===== config.mk =====
export PLATFORM = sky130hd
export DESIGN_NAME = sync_frame_tx
export DESIGN_NICKNAME = d
export VERILOG_FILES = /design/src/rtl/sync_frame_tx.sv
export SDC_FILE = /design/constraint.sdc
export NUM_CORES = 1
export LEC_CHECK = 0
export CAP_MARGIN = 10
export CORE_UTILIZATION = 52
export CTS_CLUSTER_DIAMETER = 40
export DETAILED_ROUTE_END_ITERATION = 10
export GPL_TIMING_DRIVEN = 0
export PLACE_DENSITY = 0.76
export REMOVE_ABC_BUFFERS = 1
export SLEW_MARGIN = 0
export SYNTH_ARGS = -nofsm -noshare
export SYNTH_HDL_FRONTEND = slang
export SYNTH_SLANG_ARGS = --single-unit

===== constraint.sdc =====
create_clock -name clk -period 2.15 [get_ports clk]
set_input_delay 0.5375 -clock clk [delete_from_list [all_inputs] [get_ports clk]]
set_output_delay 0.5375 -clock clk [all_outputs]
set_load 0.01 [all_outputs]

===== src/rtl/sync_frame_tx.sv =====
// Serial frame transmitter: 1011 sync header followed by a MSB-first payload,
// with zero-bit stuffing so that 1011 never appears outside the header.
module sync_frame_tx #(
    parameter int DATA_W = 8
) (
    input  logic              clk,
    input  logic              rst,
    input  logic              start,
    input  logic [DATA_W-1:0] data_in,
    output logic              out,
    output logic              busy,
    output logic              done,
    output logic              stuff
);
    localparam int               CNT_W    = $clog2(DATA_W + 1);
    localparam logic [CNT_W-1:0] CNT_FULL = CNT_W'(DATA_W);
    localparam logic [CNT_W-1:0] CNT_ONE  = CNT_W'(1);

    typedef enum logic [1:0] {IDLE, SYNC, DATA, DONE} state_t;

    state_t            state, state_nxt;
    logic [1:0]        hdr_idx, hdr_idx_nxt;
    logic [CNT_W-1:0]  rem, rem_nxt;
    logic [2:0]        hist, hist_nxt;
    logic [DATA_W-1:0] shreg;
    logic              out_nxt, busy_nxt, done_nxt, stuff_nxt;
    logic              accept, consume, emit;

    function automatic logic hdr_bit(input logic [1:0] idx);
        logic b;
        case (idx)
            2'd0:    b = 1'b1;
            2'd1:    b = 1'b0;
            default: b = 1'b1;
        endcase
        return b;
    endfunction

    assign accept = (state == IDLE) && start;

    always_ff @(posedge clk or negedge rst) begin
        if (!rst) begin
            state   <= IDLE;
            hdr_idx <= 2'd0;
            rem     <= '0;
            hist    <= 3'b000;
            out     <= 1'b0;
            busy    <= 1'b0;
            done    <= 1'b0;
            stuff   <= 1'b0;
        end else begin
            state   <= state_nxt;
            hdr_idx <= hdr_idx_nxt;
            rem     <= rem_nxt;
            hist    <= hist_nxt;
            out     <= out_nxt;
            busy    <= busy_nxt;
            done    <= done_nxt;
            stuff   <= stuff_nxt;
        end
    end

    // Payload shifter carries data only; it is always reloaded on acceptance.
    always_ff @(posedge clk) begin
        if (accept) begin
            shreg <= data_in;
        end else if (consume) begin
            shreg <= {shreg[DATA_W-2:0], 1'b0};
        end
    end

    always_comb begin
        state_nxt = state;
        case (state)
            IDLE:    if (start) state_nxt = SYNC;
            SYNC:    if (hdr_idx == 2'd3) state_nxt = DATA;
            DATA:    if (rem == '0) state_nxt = DONE;
            DONE:    state_nxt = IDLE;
            default: state_nxt = IDLE;
        endcase
    end

    // Next-cycle line values; hist holds the last three bits put on the line.
    always_comb begin
        out_nxt     = 1'b0;
        busy_nxt    = 1'b0;
        done_nxt    = 1'b0;
        stuff_nxt   = 1'b0;
        consume     = 1'b0;
        emit        = 1'b0;
        hdr_idx_nxt = hdr_idx;
        rem_nxt     = rem;
        case (state)
            IDLE: begin
                if (start) begin
                    out_nxt     = hdr_bit(2'd0);
                    busy_nxt    = 1'b1;
                    hdr_idx_nxt = 2'd0;
                    rem_nxt     = CNT_FULL;
                end
            end
            SYNC: begin
                busy_nxt = 1'b1;
                if (hdr_idx != 2'd3) begin
                    hdr_idx_nxt = hdr_idx + 2'd1;
                    out_nxt     = hdr_bit(hdr_idx_nxt);
                end else begin
                    emit = 1'b1;
                end
            end
            DATA: begin
                busy_nxt = 1'b1;
                if (rem == '0) begin
                    done_nxt = 1'b1;
                end else begin
                    emit = 1'b1;
                end
            end
            default: ;
        endcase
        if (emit) begin
            if (hist == 3'b101) begin
                stuff_nxt = 1'b1;
            end else begin
                out_nxt = shreg[DATA_W-1];
                consume = 1'b1;
                rem_nxt = rem - CNT_ONE;
            end
        end
        hist_nxt = accept ? {2'b00, out_nxt} : {hist[1:0], out_nxt};
    end

endmodule


# Word-level counts from Yosys, hierarchy flattened
# Index checks and enable logic that the tools add are counted.
# W data, S select, Z words.
# word_totals
reg_bits,23
input_bits,11
# op_classes
add_sub_neg,2
n_eq_ne,11
n_mux,30
reduce_logical,8
# ops
cell,count
$mux W4,4
$mux W8,2
$mux W1,13
$mux W2,5
$ne A2 B2 Y1 const B,5
$pmux W2 S4,1
$eq A2 B2 Y1 const B,3
$pmux W1 S2,3
$reduce_and A3 Y1,2
$eq A2 B1 Y1 const B,2
$logic_not A4 Y1,1
$pmux W2 S2,1
$reduce_bool A2 Y1,2
$sub A4 B1 Y4 const B,1
$eq A3 B3 Y1 const B,1
$mux W3,1
$add A2 B1 Y2 const B,1
$logic_not A2 Y1,1
$reduce_or A2 Y1,1
$logic_and A1 B1 Y1,1

# Depth between registers and ports, before layout
# logic_depth
depth_word,8
ltp_mapped,6

# Worst setup path after synthesis
# No wires, ideal clock.
# synth_path
path_kind,register -> register
from,register rem[0]
to,"register shreg[0], enable pin"
setup_ps,306
t_arrival_ps,1508
required_time_ps,1844
setup_slack_ps,336
path_stages_with_launch,7
period_less_slack_ps,1814
path_cell_list,dfrtp_1 inv_1 ha_1 or3b_4 a22o_1 nand3_4 nand2_1
# synth_between
elab_chain_len,5
# synth_rtl
item,line,source
"start, declared",23,"logic [CNT_W-1:0] rem, rem_nxt;"
"start signal, assigned",54,rem <= rem_nxt;
$logic_not A4 Y1,113,if (rem == '0) begin
$mux W1,113,
$pmux W1 S2,93,case (state)
$mux W1,121,if (emit) begin
$reduce_bool A2 Y1 (no line),-,
"end signal, assigned",66,shreg <= data_in;
"end signal, assigned",68,"shreg <= {shreg[DATA_W-2:0], 1'b0};"
"end, declared",25,logic [DATA_W-1:0] shreg;
# Every way passes these cells.
# A chain may end at the register's enable or synchronous reset.

# Worst setup path in the final report
# layout_path
from,register rem[0]
to,"register shreg[3], enable pin"
# The elaborated chain is that of the path after synthesis.

==> key figures <==
Run status
  – Status: completed

Pwr
  – Final total power: 1.744 mW
  – Max IR drop VDD: 809.5 µV
  – Cell Int Power: 1.135 mW
  – PwrDens: 1371 nW/µm²
  – Leak Pwr: 0.5663 nW
  – Seq pwr share: around 44%
  – Switching pwr: 0.6092 mW
  – Clock group share of total power: 11.1%
  – Logic pwr share: 45.5%
  – Switching share of power: 34.93%

STA
  – Fin crit period: a little under 2 ns
  – RSZ-0062 raised after global routing: no
  – Final worst setup slack: 0.1689 ns
  – Slew Limit Fails: 0
  – Final Hold Fails: 0
  – Fmax: around 500 MHz
  – Worst hold slack: 0.5013 ns
  – Clock Skew: 0.006654 ns
  – Count of final setup violators: 0
  – Period utilization: 92.14%
  – Worst slew pin tran: 0.6054 ns
  – Slew HR: 59.51%

Clock network
  – # clock sinks: 22
  – # H-tree levels: 1
  – Resized cells post-CTS: 0
  – Clock latency on the worst-skew pair: 0.31 ns
  – Clock Tree Root: clkbuf_4
  – CTS Buf Count: 3
  – CTS tree: done
  – Post-CTS Setup Inserts: 0
  – Max clock buf depth: 2
  – Worst-path clk slew: 0.11 ns
  – # hold bufs at CTS: 0

Global routing
  – Gr usage total: 17.04%
  – First-pass GRT wire length: 2601 µm
  – Initial antenna violation count: 0
  – Maximum number of pins on one net before global-route repair: 15
  – Vias in the first global route: 620
  – Gr ovfl total: 0

Drt
  – WL/cell: 12.56 µm
  – Via count: approximately 670
  – Pre-antenna DRT Iters: 4
  – Remaining routing DRC violations: 0
  – Avg Vias per Cell: 5.171
  – DR iter-0 viols: 14
  – ANT nets after route: 0
  – Final WL: 1620 µm

Placed design
  – Dpl hpwl: 1208 µm
  – Pre-CTS setup slack: -0.05466 ns
  – RePlAce Congestion: 0.7611
  – Buffers on Ports: 14

Synthesis
  – Compound-Gate Fraction of Synth Area: 5.581%
  – Ys Warns: 0
  – Synth Area in Adders: 9.302%
  – FF+latch count, synth: 22
  – Sequential area share after synthesis: 54.88%
  – Netlist cell types: 23
  – Simple-Gate Fraction of Synth Area: about 10%
  – Main combinational cell family by area after synthesis: multiplexers
  – Post-Syn Area per Cell: 12.66 µm²
  – Cell area after synthesis: 1076 µm²
  – Mux share of post-synthesis cell area: 15.47%
  – Synth Area in XOR/XNOR: approximately 1.6%
  – Cells after synthesis: 85

Run
  – MaxCap Viol Count: 0

Final layout
  – P&R area growth vs syn: 18.26%
  – Most frequent cells in the layout: dfrtp_1 (14), clkdlybuf4s50_1 (14), mux2_2 (9)
  – Share of cells above drive strength 1: between 10 and 15%
  – Nets: 122
  – Area occupied by registers: 590.6 µm²
  – Area taken by multi-input logic gates: 451.7 µm²
  – Fillers: 161
  – Antenna cells: 0

Min path
  – Min-Delay Endpoint: hist[0]
  – Min-Delay Path Class: flip-flop to flip-flop
  – Worst hold stages: 1
  – HP Start: shreg[7]

Critical path
  – CP Data Arrival Time: a little under 2 ns
  – Critical Path RT: 2.16 ns
  – Cell depth of the worst flop-to-flop path: 6
  – Critical path type: flip-flop to flip-flop
  – Slowest cell on the critical path: dfrtp_1
  – Critical-path cell list: inv_1 > ha_1 > or3b_4 > a22o_1 > nand3_4 > nand2_1
  – Worst R2R Start: rem[0]
  – Reg2reg end: shreg[3]
  – Max stage delay on crit path: approximately 0.42 ns
  – FF-to-FF setup slack: 0.17 ns
  – CP Capture Type: flip-flop
  – Critical Path Fanout Max: 8
  – Critical Path Start Type: flip-flop

Die
  – Row cnt: 16
  – Core Footprint: slightly below 2000 µm²
  – IO Pins: 15
  – Die height: 47.49 µm
  – Die X: 47.49 µm
  – Initial core utilization: between 50% and 60%
  – Die Area: ~2300 µm²
-- sequential cells by signal, indices dropped and copies added, names as in the netlist --
name	cells
hdr_idx	2
busy	1
hist	3
shreg	8
state	2
stuff	1
done	1
rem	4
-- power groups by stage --
| stage | Combinational, mW | Sequential [mW] | Clock [mW] |
|---|---|---|---|
| CTS | 0.796 | 0.761 | 0.197 |
| detailed placement | 0.791 | 0.770 | 0 |
| global placement | 0.769 | 0.759 | 0 |
| finish | 0.793 | 0.758 | 0.193 |
| floorplan | 0.616 | 0.751 | 0 |
| global route | 0.901 | 0.781 | 0.214 |
-- worst max-delay path by stage --
stage,start,to,cells past startpoint
2_1_floorplan,rem[0],shreg[0],6
3_3_place_gp,start,shreg[3],3
3_5_place_dp,start,shreg[1],3
4_1_cts,rem[0],shreg[3],6
5_1_grt,rem[0],shreg[3],6
6_report,rem[0],shreg[3],6
-- per-stage QoR --
step                TNS [ns]  utilization [%]  instance area (µm²)  cells
floorplan                  0                -                 1072     84
global placement     -0.5173            63.52                 1246    125
detailed placement   -0.4358            63.52                 1246    125
CTS                        0            64.86                 1272    129
global route               0            64.86                 1272    129
finish                     0            64.86                 1272    129
-- synth_stat cells --
library cell  count  area, µm²
a21oi_1           5      25.02
a22o_1            1      8.760
and2_1            2      12.51
and3_1            1      6.260
clkbuf_1          1      3.750
dfrtp_1          14      350.3
edfxtp_1          8      240.2
ha_1              8      100.1
inv_1             8      30.03
mux2_2            9      101.4
mux2_4            1      15.01
mux2i_1           5      50.05
nand2_1           6      22.52
nand3_1           2      10.01
nand3_4           1      17.52
nand3b_1          1      7.510
nor2_1            4      15.01
nor3_1            1      5.000
o21ai_0           2      10.01
o22ai_1           1      6.260
o32a_1            1      10.01
or3b_4            1      11.26
xnor2_1           2      17.52
-- final cells by class --
class | instances | area share [%]
multi-input cells | 54 | 35.50
flip-flops and latches | 22 | 46.41
repair buffers | 14 | 11.01
clock buffers | 4 | 2.065
inverters | 8 | 2.360
well taps | 27 | 2.655
-- layer usage --
layer  global-route usage [%]  routed length, µm  vias to the layer above
li1                         -                  -                      330
met1                    23.11                780                      317
met3                    3.396                 70                        5
met4                    8.571                 42                        0
met5                        0                  0                        -
met2                    26.03                727                       15
-- worst max-delay path: cells and delay by family (launching register included) --
kind	cells	cell delay, ns
adders and majority gates	1	0.17
buffers and inverters	1	0.07
and+or+nand+nor	3	0.77
DFF	1	0.42
AOI/OAI and AO/OA	1	0.23
-- cells by family after synthesis --
kind of cell,Yosys count
simple gates,19
flops,22
buf+inv,9
fa+ha+maj,8
mux,15
compound gates,10
xor+xnor,2
No activity file was read; power rests on OpenSTA's default activity.
